<file path="src/rtl/fetch_ctrl.sv">
// fetch_ctrl: fetch-stage sequencer for the MIPS pipeline.
// Owns the PC, drives the instruction-memory address and captures the returned
// word into the IF/ID register. Handles stall, flush, branch and jump redirects,
// and stops on a HALT word.
// Optional feature macro: FETCH_TRAP_EN. When it is defined, a misaligned redirect
// target sets a sticky fault and halts. When it is not defined, the two low target
// bits are cleared instead.
module fetch_ctrl #(
   parameter int                ADDR_W    = 7,
   parameter int                DATA_W    = 32,
   parameter logic [ADDR_W-1:0] RESET_PC  = '0,
   parameter logic [DATA_W-1:0] NOP_WORD  = 32'h00000000,
   parameter logic [DATA_W-1:0] HALT_WORD = 32'hFFFFFFFF
) (
   input  logic              clk,
   input  logic              rst,
   input  logic              start,
   input  logic              stall,
   input  logic              flush,
   input  logic              branch_taken,
   input  logic [ADDR_W-1:0] branch_target,
   input  logic              jump,
   input  logic [ADDR_W-1:0] jump_target,
   output logic [ADDR_W-1:0] add,
   input  logic [DATA_W-1:0] instruc,
   output logic [DATA_W-1:0] ifid_instr,
   output logic [ADDR_W-1:0] ifid_pc4,
   output logic              ifid_valid,
   output logic [1:0]        state,
   output logic              fault
);

   typedef enum logic [1:0] {
      S_IDLE  = 2'b00,
      S_RUN   = 2'b01,
      S_STALL = 2'b10,
      S_HALT  = 2'b11
   } state_t;

   state_t            state_q;
   logic [ADDR_W-1:0] pc;
   logic [ADDR_W-1:0] pc_plus4;
   logic [ADDR_W-1:0] redir_tgt;
   logic              redirect;

   // Clear the two low bits so that a redirect always lands on a word boundary.
   function automatic logic [ADDR_W-1:0] word_align(input logic [ADDR_W-1:0] a);
      return a & ~ADDR_W'(3);
   endfunction

   // The PC wraps modulo 2^ADDR_W. No carry flag is produced.
   assign pc_plus4  = pc + ADDR_W'(4);
   assign redirect  = jump | branch_taken;
   assign redir_tgt = jump ? jump_target : branch_target;
   assign add       = pc;
   assign state     = state_q;

`ifdef FETCH_TRAP_EN
   logic fault_q;
   assign fault = fault_q;
`else
   assign fault = 1'b0;
`endif

   // Sequencer: PC, IF/ID register and state, arbitrated by redirect/flush/stall priority.
   always_ff @(posedge clk or posedge rst) begin
      if (rst) begin
         state_q    <= S_IDLE;
         pc         <= RESET_PC;
         ifid_instr <= NOP_WORD;
         ifid_pc4   <= '0;
         ifid_valid <= 1'b0;
`ifdef FETCH_TRAP_EN
         fault_q    <= 1'b0;
`endif
      end else begin
         case (state_q)
            S_IDLE: begin
               if (start) state_q <= S_RUN;
            end
            S_RUN, S_STALL: begin
               if (redirect) begin
                  ifid_instr <= NOP_WORD;
                  ifid_valid <= 1'b0;
`ifdef FETCH_TRAP_EN
                  if (redir_tgt[1:0] != 2'b00) begin
                     fault_q <= 1'b1;
                     state_q <= S_HALT;
                  end else begin
                     pc      <= redir_tgt;
                     state_q <= S_RUN;
                  end
`else
                  pc      <= word_align(redir_tgt);
                  state_q <= S_RUN;
`endif
               end else if (flush) begin
                  ifid_instr <= NOP_WORD;
                  ifid_valid <= 1'b0;
                  state_q    <= S_RUN;
               end else if (stall) begin
                  state_q <= S_STALL;
               end else begin
                  ifid_instr <= instruc;
                  ifid_pc4   <= pc_plus4;
                  ifid_valid <= 1'b1;
                  if (instruc == HALT_WORD) begin
                     state_q <= S_HALT;
                  end else begin
                     pc      <= pc_plus4;
                     state_q <= S_RUN;
                  end
               end
            end
            default: begin
               // HALT: the PC is frozen and bubbles drain through IF/ID until reset.
               ifid_instr <= NOP_WORD;
               ifid_valid <= 1'b0;
            end
         endcase
      end
   end

endmodule

</file>
<file path="config.mk">
export PLATFORM = sky130hd
export DESIGN_NAME = fetch_ctrl
export DESIGN_NICKNAME = d
export VERILOG_FILES = /design/src/rtl/fetch_ctrl.sv
export SDC_FILE = /design/constraint.sdc
export NUM_CORES = 1
export LEC_CHECK = 0
export CELL_PAD_IN_SITES_DETAIL_PLACEMENT = 0
export CELL_PAD_IN_SITES_GLOBAL_PLACEMENT = 1
export CORE_MARGIN = 2
export CORE_UTILIZATION = 26
export DETAILED_ROUTE_END_ITERATION = 12
export GPL_TIMING_DRIVEN = 1
export PLACE_DENSITY_LB_ADDON = 0.25
export SLEW_MARGIN = 10
export SYNTH_ARGS = -nofsm -noshare
export SYNTH_HDL_FRONTEND = slang
export SYNTH_SLANG_ARGS = --single-unit
</file>
<file path="constraint.sdc">
create_clock -name clk -period 1.44 [get_ports clk]
set_input_delay 0.432 -clock clk [delete_from_list [all_inputs] [get_ports clk]]
set_output_delay 0.432 -clock clk [all_outputs]
set_load 0.02 [all_outputs]
</file>
* Yosys cells after proc, flatten, opt, wreduce, memory -nomap -nowiden *
Cells that the tools add are included.

storage, ports and cells
  bits in writable memories = 0
  latch bits = 0
  bits of input ports = 53
  output and inout port bits = 50
  bits in registers = 49
  memories kept = 0
  word-level logic and storage cells = 45
  ROM bits = 0

operators by class
  bitwise operators = 5
  shifts and indexed selects = 0
  equality and inequality tests = 8
  muxes and demuxes = 19
  add/sub/neg operators = 1
  reductions and logical operators = 7
  div/mod/pow operators = 0
  $mul = 0
  magnitude comparators = 0

operators by type and width
  cell                  count
  $mux 32               3
  $pmux 32 s2           1
  $mux 7                5
  $eq 32x32->1 const B  1
  $mux 2                5
  $reduce_and 4->1      2
  $add 7x3->7 const B   1
  $ne 2x1->1 const B    2
  $ne 2x2->1 const B    2
  $ne 4x4->1 const B    1
  $not 1->1             4
  $pmux 2 s2            1
  $reduce_and 2->1      2
  $mux 1                3
  $eq 2x1->1 const B    1
  $eq 2x2->1 const B    1
  $logic_not 2->1       1
  $pmux 1 s2            1
  $reduce_bool 2->1     1
  $reduce_or 2->1       1
  $or 1x1->1            1

* Longest topological paths before layout *
Gate-level depths: netlist of run 1.

  word-level depth = 6
  gate-level depth with buffers = 7
  gate-level depth less buffers = 6

* Worst setup path before layout of run 1 *
No wires, ideal clock.

  path type = reg-to-reg
  start point = register state_q[0], in the netlist state[0]
  end point = register ifid_pc4[3]
  period minus slack after synthesis = 1740 ps
  arrival time = 1615 ps
  path slack = -300 ps
  setup time = 125 ps
  buffers on the path = 0
  cell stages (with the launch flop) = 6
  required time = 1315 ps
  path through = dfrtp_1 > inv_1 > ha_1 > nand2_1 > nor2_2 > mux2_2

on the way
  longest elaborated chain between the ends = 3
  elaborated cells between the ends (all ways) = 4
  classes of those cells = 2 x eq/ne; 2 x reduce/logical

ends and longest elaborated chain
  element                                          line  text
  from (decl)                                      40    state_t state_q;
  from (signal assigned)                           68    state_q <= S_IDLE;
  from (signal assigned)                           79    if (start) state_q <= S_RUN;
  from (signal assigned)                           95    state_q <= S_RUN;
  $eq 2x1->1 / $eq 2x2->1 (equally long branches)  77    case (state_q)
  $reduce_or 2->1 *                                77
  $reduce_and 4->1 (no line) *                     -
  to (signal assigned)                             105   ifid_pc4 <= pc_plus4;
  to (decl)                                        27    output logic [ADDR_W-1:0] ifid_pc4,

Every way passes the cells marked *; elsewhere a longest branch is shown, timed or not.
A chain may end at the register's enable or synchronous reset.

* Final worst setup path of run 1 *
  start point = register state_q[1], in the netlist state[1]
  end point = register ifid_instr[2]

on the way
  longest elaborated chain between the ends = 4
  elaborated cells between the ends (all ways) = 8
  classes of those cells = 3 x eq/ne; 1 x mux; 1 x bitwise; 3 x reduce/logical

ends and longest elaborated chain
  element                                          line  text
  $eq 2x1->1 / $eq 2x2->1 (equally long branches)  77
  $reduce_or 2->1                                  77
  $ne 4x4->1 (no line)                             -
  $reduce_and 2->1 (no line)                       -
  to (signal assigned)                             104   ifid_instr <= instruc;
  to (decl)                                        26    output logic [DATA_W-1:0] ifid_instr,

Several ways; a longest one is shown, not always the timed one.

==> results_dict.tcl, run 1 <==
set metrics [dict create \
    setup_slack_ns -0.1355 \
    tritoncts "built" \
    synth.avg_cell_area_um2 12.12 \
    synth.area.top_cells "sky130_fd_sc_hd__dfrtp_1 (58%), sky130_fd_sc_hd__a22o_1 (14%), sky130_fd_sc_hd__mux2i_1 (2.6%)" \
    drive_gt1_frac 0.5161 \
    cts.path.max_buffers 2 \
    failed_checks "setup timing" \
    post-route-period-util 1.094 \
    drt_wl_total_um 6496 \
    grt_overflow_total 0 \
    synth_sequential_area_ratio 0.5769 \
    floorplan.die_area_um2 8217 \
    synth_edf_count 0 \
    clkSinkCount 45 \
    htree_num_levels 2 \
    antenna-diode-count 0 \
    root_buffer "sky130_fd_sc_hd__clkbuf_8" \
    synth_top_cells_by_count "sky130_fd_sc_hd__dfrtp_1 (45), sky130_fd_sc_hd__a22o_1 (32), sky130_fd_sc_hd__a21oi_1 (9), sky130_fd_sc_hd__inv_1 (9), sky130_fd_sc_hd__nand4_1 (8)" \
    nNetsFinal 364 \
    critical_path_maximum_fanout 5 \
    drt_iter0_drc 69 \
    largest_net_degree_at_the_start_of_global_routing 46 \
    critical_path.startpoint_type "register" \
    placed_cell_area_um2 3309 \
    setup_violations 38 \
    finalPower_w 0.003560 \
    timing.final.max_slew_violations 0 \
    post_cts_hold_buffer_count 0 \
    viasPerCell 4.535 \
    syn-cell-area_um2 1952 \
    floorplan.die.height_um 90.65 \
    crit_type "reg2reg" \
    ir_drop_mv 0.5643 \
    static_leak_nw 1.761 \
    grt_setup_unrepaired "yes" \
    grt_pass1_vias 2008 \
    endpoint_kind "register" \
    initial_core_util 0.2691 \
    worstSkewPairLatency_ns 0.30 \
    synth_async_sr_flop_share 1.000 \
    drtPass1Iterations 4 \
    synth.most_common_cell "sky130_fd_sc_hd__dfrtp_1" \
    die_width_um 90.65 \
    max_freq_mhz 634.7 \
    holdCritPathClass "in2reg" \
    yosysUniqueCellTypes 31 \
    placeable_core_region_um2 7253 \
    synth_simple_gate_area_share 0.08782 \
    grt_antenna_before_repair 0 \
    worst_ep_arrival_time_ns 1.76 \
    synthDominantCellAreaShare 0.5769 \
    finalCriticalPeriod_ns 1.576 \
    grt_first_pass_wirelength_um 10480 \
    synth.mux.area_fraction 0.03910 \
    number_of_primary_i_o_pins 103 \
    placement_rows 31 \
    clock_tree_skew_after_final_layout_ns 0.01521 \
    post_drt_wl_per_cell_um 15.88 \
    setup_total_negative_slack_ns -3.833 \
    drcViolationCount 0 \
    run_status "finished with violations" \
    synthXorXnorAreaFrac 0.01346 \
    synth_top_area_cell "sky130_fd_sc_hd__dfrtp_1" \
    synthesis.yosys.warnings 0 \
    place_hpwl_um 4193 \
    io_buffer_count 93 \
    vias 1855 \
    yosys_most_used_dff "sky130_fd_sc_hd__dfrtp_1" \
    number_of_failing_hold_endpoints_at_the_final_stage 0 \
    combinational_family_with_the_most_area_after_synthesis "compound AO/OA/AOI/OAI gates" \
    rd_place_congestion 0.7466 \
    clk_pin_slew_ns 0.09 \
    cell_area_after_layout_um2 3616 \
    synth-compound-area-share 0.2122 \
    power_density_nw_per_um2 984.6 \
    synth.ff_latch_count 45 \
    grt_util_all_layers 0.1589 \
    post_synth_inst_count 161 \
    critical_path_required_ns 1.63 \
    synth_fa_ha_area_frac 0.01282 \
    drt.antenna.violating_nets 0 \
    signed_area_change_from_the_synthesized_netlist_to_the_final_layout_pct 85.26 \
    cts_buf_count 5 \
    cap_violations 0 \
]
==> what timing repair did <==
| item | in CTS | in global routing |
|---|---|---|
| pin swaps | 27 | 30 |
| buffers inserted | 11 | 2 |
| gates resized for setup | 249 | 53 |
| setup endpoints to repair | 89 | 75 |
| cloned | 6 | 2 |
==> final timing paths <==
kind,start,to,slack (ns),cells after the start
worst max-delay path,state[1],ifid_instr[2],-0.14,7
min in group asynchronous,rst,ifid_instr[17],0.52,3
worst max register to register,state[1],ifid_instr[2],-0.14,7
max in group asynchronous,rst,state[0],0.66,3
worst min register to register,ifid_valid,ifid_valid,0.49,1
worst min-delay path,instruc[28],ifid_instr[28],0.35,2
==> routing by layer <==
metal | GRT usage | vias up | part of all wire
met2 | 0.2506 | 72 | 0.47
li1 | - | 888 | -
met5 | 0 | - | 0
met1 | 0.2176 | 887 | 0.45
met4 | 0.03205 | 0 | 0.012
met3 | 0.04674 | 8 | 0.070
==> area by class of cell <==
type | instances | area, µm²
Clock buffer | 5 | 68.82
Multi-Input combinational cell | 98 | 835.8
Inverter | 9 | 37.54
Timing Repair Buffer | 150 | 1353
Sequential cell | 45 | 1129
Tap cell | 99 | 123.9
Clock inverter | 3 | 68.82
Fill cell | 684 | 3637
==> registers in the layout (all words and copies together) (netlist names) <==
signal and flops:
add 5, ifid_instr 32, ifid_pc4 5, ifid_valid 1, state 2
==> placed cells by master (no fill, tap or decap), drive strengths merged, types with 5 or more instances in the layout <==
master / n
nor2: 8
buf: 90
clkdlybuf4s15: 17
mux2i: 5
inv: 9
a21oi: 9
a22o: 32
conb: 5
clkbuf: 34
clkdlybuf4s50: 12
nand4: 8
dfrtp: 45
==> cells by family after synthesis <==
family / Yosys count
adders and majority gates: 2
AOI/OAI and AO/OA: 51
DFF: 45
xor gates and xnor gates: 3
other: 1
and+or+nand+nor: 30
buffers and inverters: 22
muxes: 7
==> power by group <==
group / switching [W] / total [W] / internal [W] / leakage, nW
combinational: 0.000470 / 0.000968 / 0.000498 / 1.10
clock: 0.000460 / 0.00116 / 0.000699 / 0.0687
sequential: 0.0000723 / 0.00143 / 0.00136 / 0.594
total: 0.00100 / 0.00356 / 0.00256 / 1.76
==> stage by stage <==
stage          cells  hold slack [ns]  setup slack (ns)    util
3_3_place_gp     381           0.4593           -0.8966  0.4563
3_5_place_dp     381           0.4696           -0.9356  0.4563
5_1_grt          409           0.3348           -0.1956  0.4985
4_1_cts          406           0.3365           -0.1839  0.5042
2_1_floorplan    165           0.4425           -0.2856       -
6_report         409           0.3450           -0.1355  0.4985
==> worst max-delay path, cell delays in order (launching register included) <==
cell,delay [ns]
sky130_fd_sc_hd__dfrtp_2,0.43
sky130_fd_sc_hd__inv_2,0.07
sky130_fd_sc_hd__ha_4,0.21
sky130_fd_sc_hd__buf_6,0.12
sky130_fd_sc_hd__nand3_4,0.08
sky130_fd_sc_hd__nand2b_4,0.13
sky130_fd_sc_hd__clkbuf_16,0.19
sky130_fd_sc_hd__a22o_1,0.22
Power figures use the tool's default switching activity.
==> run 2: changes to the inputs <==
Settings changed: CAP_MARGIN from default to 10, SLEW_MARGIN 10 to 20.
==> results of run 2 <==
The final DEF is identical to that of run 1; final timing and power are the same.
==> edit (settings of run 2) <==
Add a define of `FETCH_TRAP_EN`.
--- a/src/rtl/fetch_ctrl.sv
+++ b/src/rtl/fetch_ctrl.sv
@@ -5,6 +5,8 @@
 // Optional feature macro: FETCH_TRAP_EN. When it is defined, a misaligned redirect
 // target sets a sticky fault and halts. When it is not defined, the two low target
 // bits are cleared instead.
+`define FETCH_TRAP_EN
+
 module fetch_ctrl #(
    parameter int                ADDR_W    = 7,
    parameter int                DATA_W    = 32,
Behaviour: not the same (Yosys sat finds a counterexample within 4 cycles, from zero or initial values and one cycle with rst high).
==> edit against run 2 <==
  * Wire length down 7.6%
  * Count of clock-buffer cells in the layout up 1
  * Final area down 1.2%
  * Total power up 32%
  * Synthesized area up 11%
  * Sequential cell count up 5
  * Largest power group is now combinational cells
  * Non-clock buffer count down 4
  * Worst setup slack worse by 190 ps
  * The run still ends with setup timing left
==> edit: results (changes against run 2) <==
routing:
  drt_iter0_markers: 26  # -62%
  wl_met2_um: 2695  # -12%
  num_vias: 1901  # +2.5%
  wire_per_inst_um: 14.36  # -9.6%
  wl_met3_um: 487  # +6.8%
place:
  dp_cells: 409  # +7.3%
  post-dp-hpwl_um: 4339  # +3.5%
cells_and_area:
  clockNetworkAreaShare: 0.03151  # -0.006550
  n_clock_buffer: 6  # +1
  inverters_excl_clock: 5  # -4
  seq_share: 0.3512  # +0.03908
grt:
  grt.total_usage: 0.1383  # -0.02068
  met2_usage: 0.2136  # -0.03701
  grt_pass1_wl_um: 9777  # -6.7%
yosys:
  syn_area_per_cell_um2: 12.64  # +4.3%
  synth-compound-area-share: 0.1939  # -0.01828
  synth_cell_type_count: 33  # +6.5%
  synthXorXnorAreaFrac: 0.01208  # -0.001379
  muxShareOfSynthArea: 0.06272  # +0.02361
  synthAdderAreaFrac: 0.01151  # -0.001313
critical_path:
  r2r_cells: 6  # -1
  endpoint: "ifid_pc4[0]$_DFFE_PP0P_"
  crit_path_start: "state[0]$_DFFE_PP0P_"
min_path:
  hold_end: "ifid_instr[9]$_DFFE_PP0P_"
outcome:
  status: "finished, violations left"
  violations: "setup timing"
timing:
  finClkSkew_ps: 8.553  # -6.653 ps
  setup_tns_ps: -13190  # -9360 ps
  finalSetupViolCount: 48  # +26%
  setup_ws_ps: -322.5  # -187.0 ps
pwr:
  ir_drop_uv: 694.0  # +23%
clocking:
  cts_sinks: 50  # +11%
[edit: through the flow]
step / hold WS, ps / total power [uW] / area [um^2] / util
2_1_floorplan: 473.4 / 2708 / 2216 / -
3_3_place_gp: 457.0 / 3767 / 3622 / 0.4431
3_5_place_dp: 460.1 / 3788 / 3622 / 0.4431
4_1_cts: 338.7 / 4795 / 3740 / 0.4575
5_1_grt: 343.1 / 5001 / 3573 / 0.4371
6_report: 356.6 / 4690 / 3573 / 0.4371
[edit: timing repair]
| item | CTS | global route |
|---|---|---|
| hold endpoints to repair | 0 | 0 |
| setup endpoints to repair | 98 | 89 |
| gates resized for setup | 224 | 46 |
| pin swaps | 17 | 4 |
| buffers inserted | 4 | 0 |
[edit: power breakdown]
part	internal (uW)	switching (uW)	leakage [uW]
sequential	1610	151	0.000659
clock	556	444	0.0000573
combinational	1030	905	0.00104
total	3190	1500	0.00176
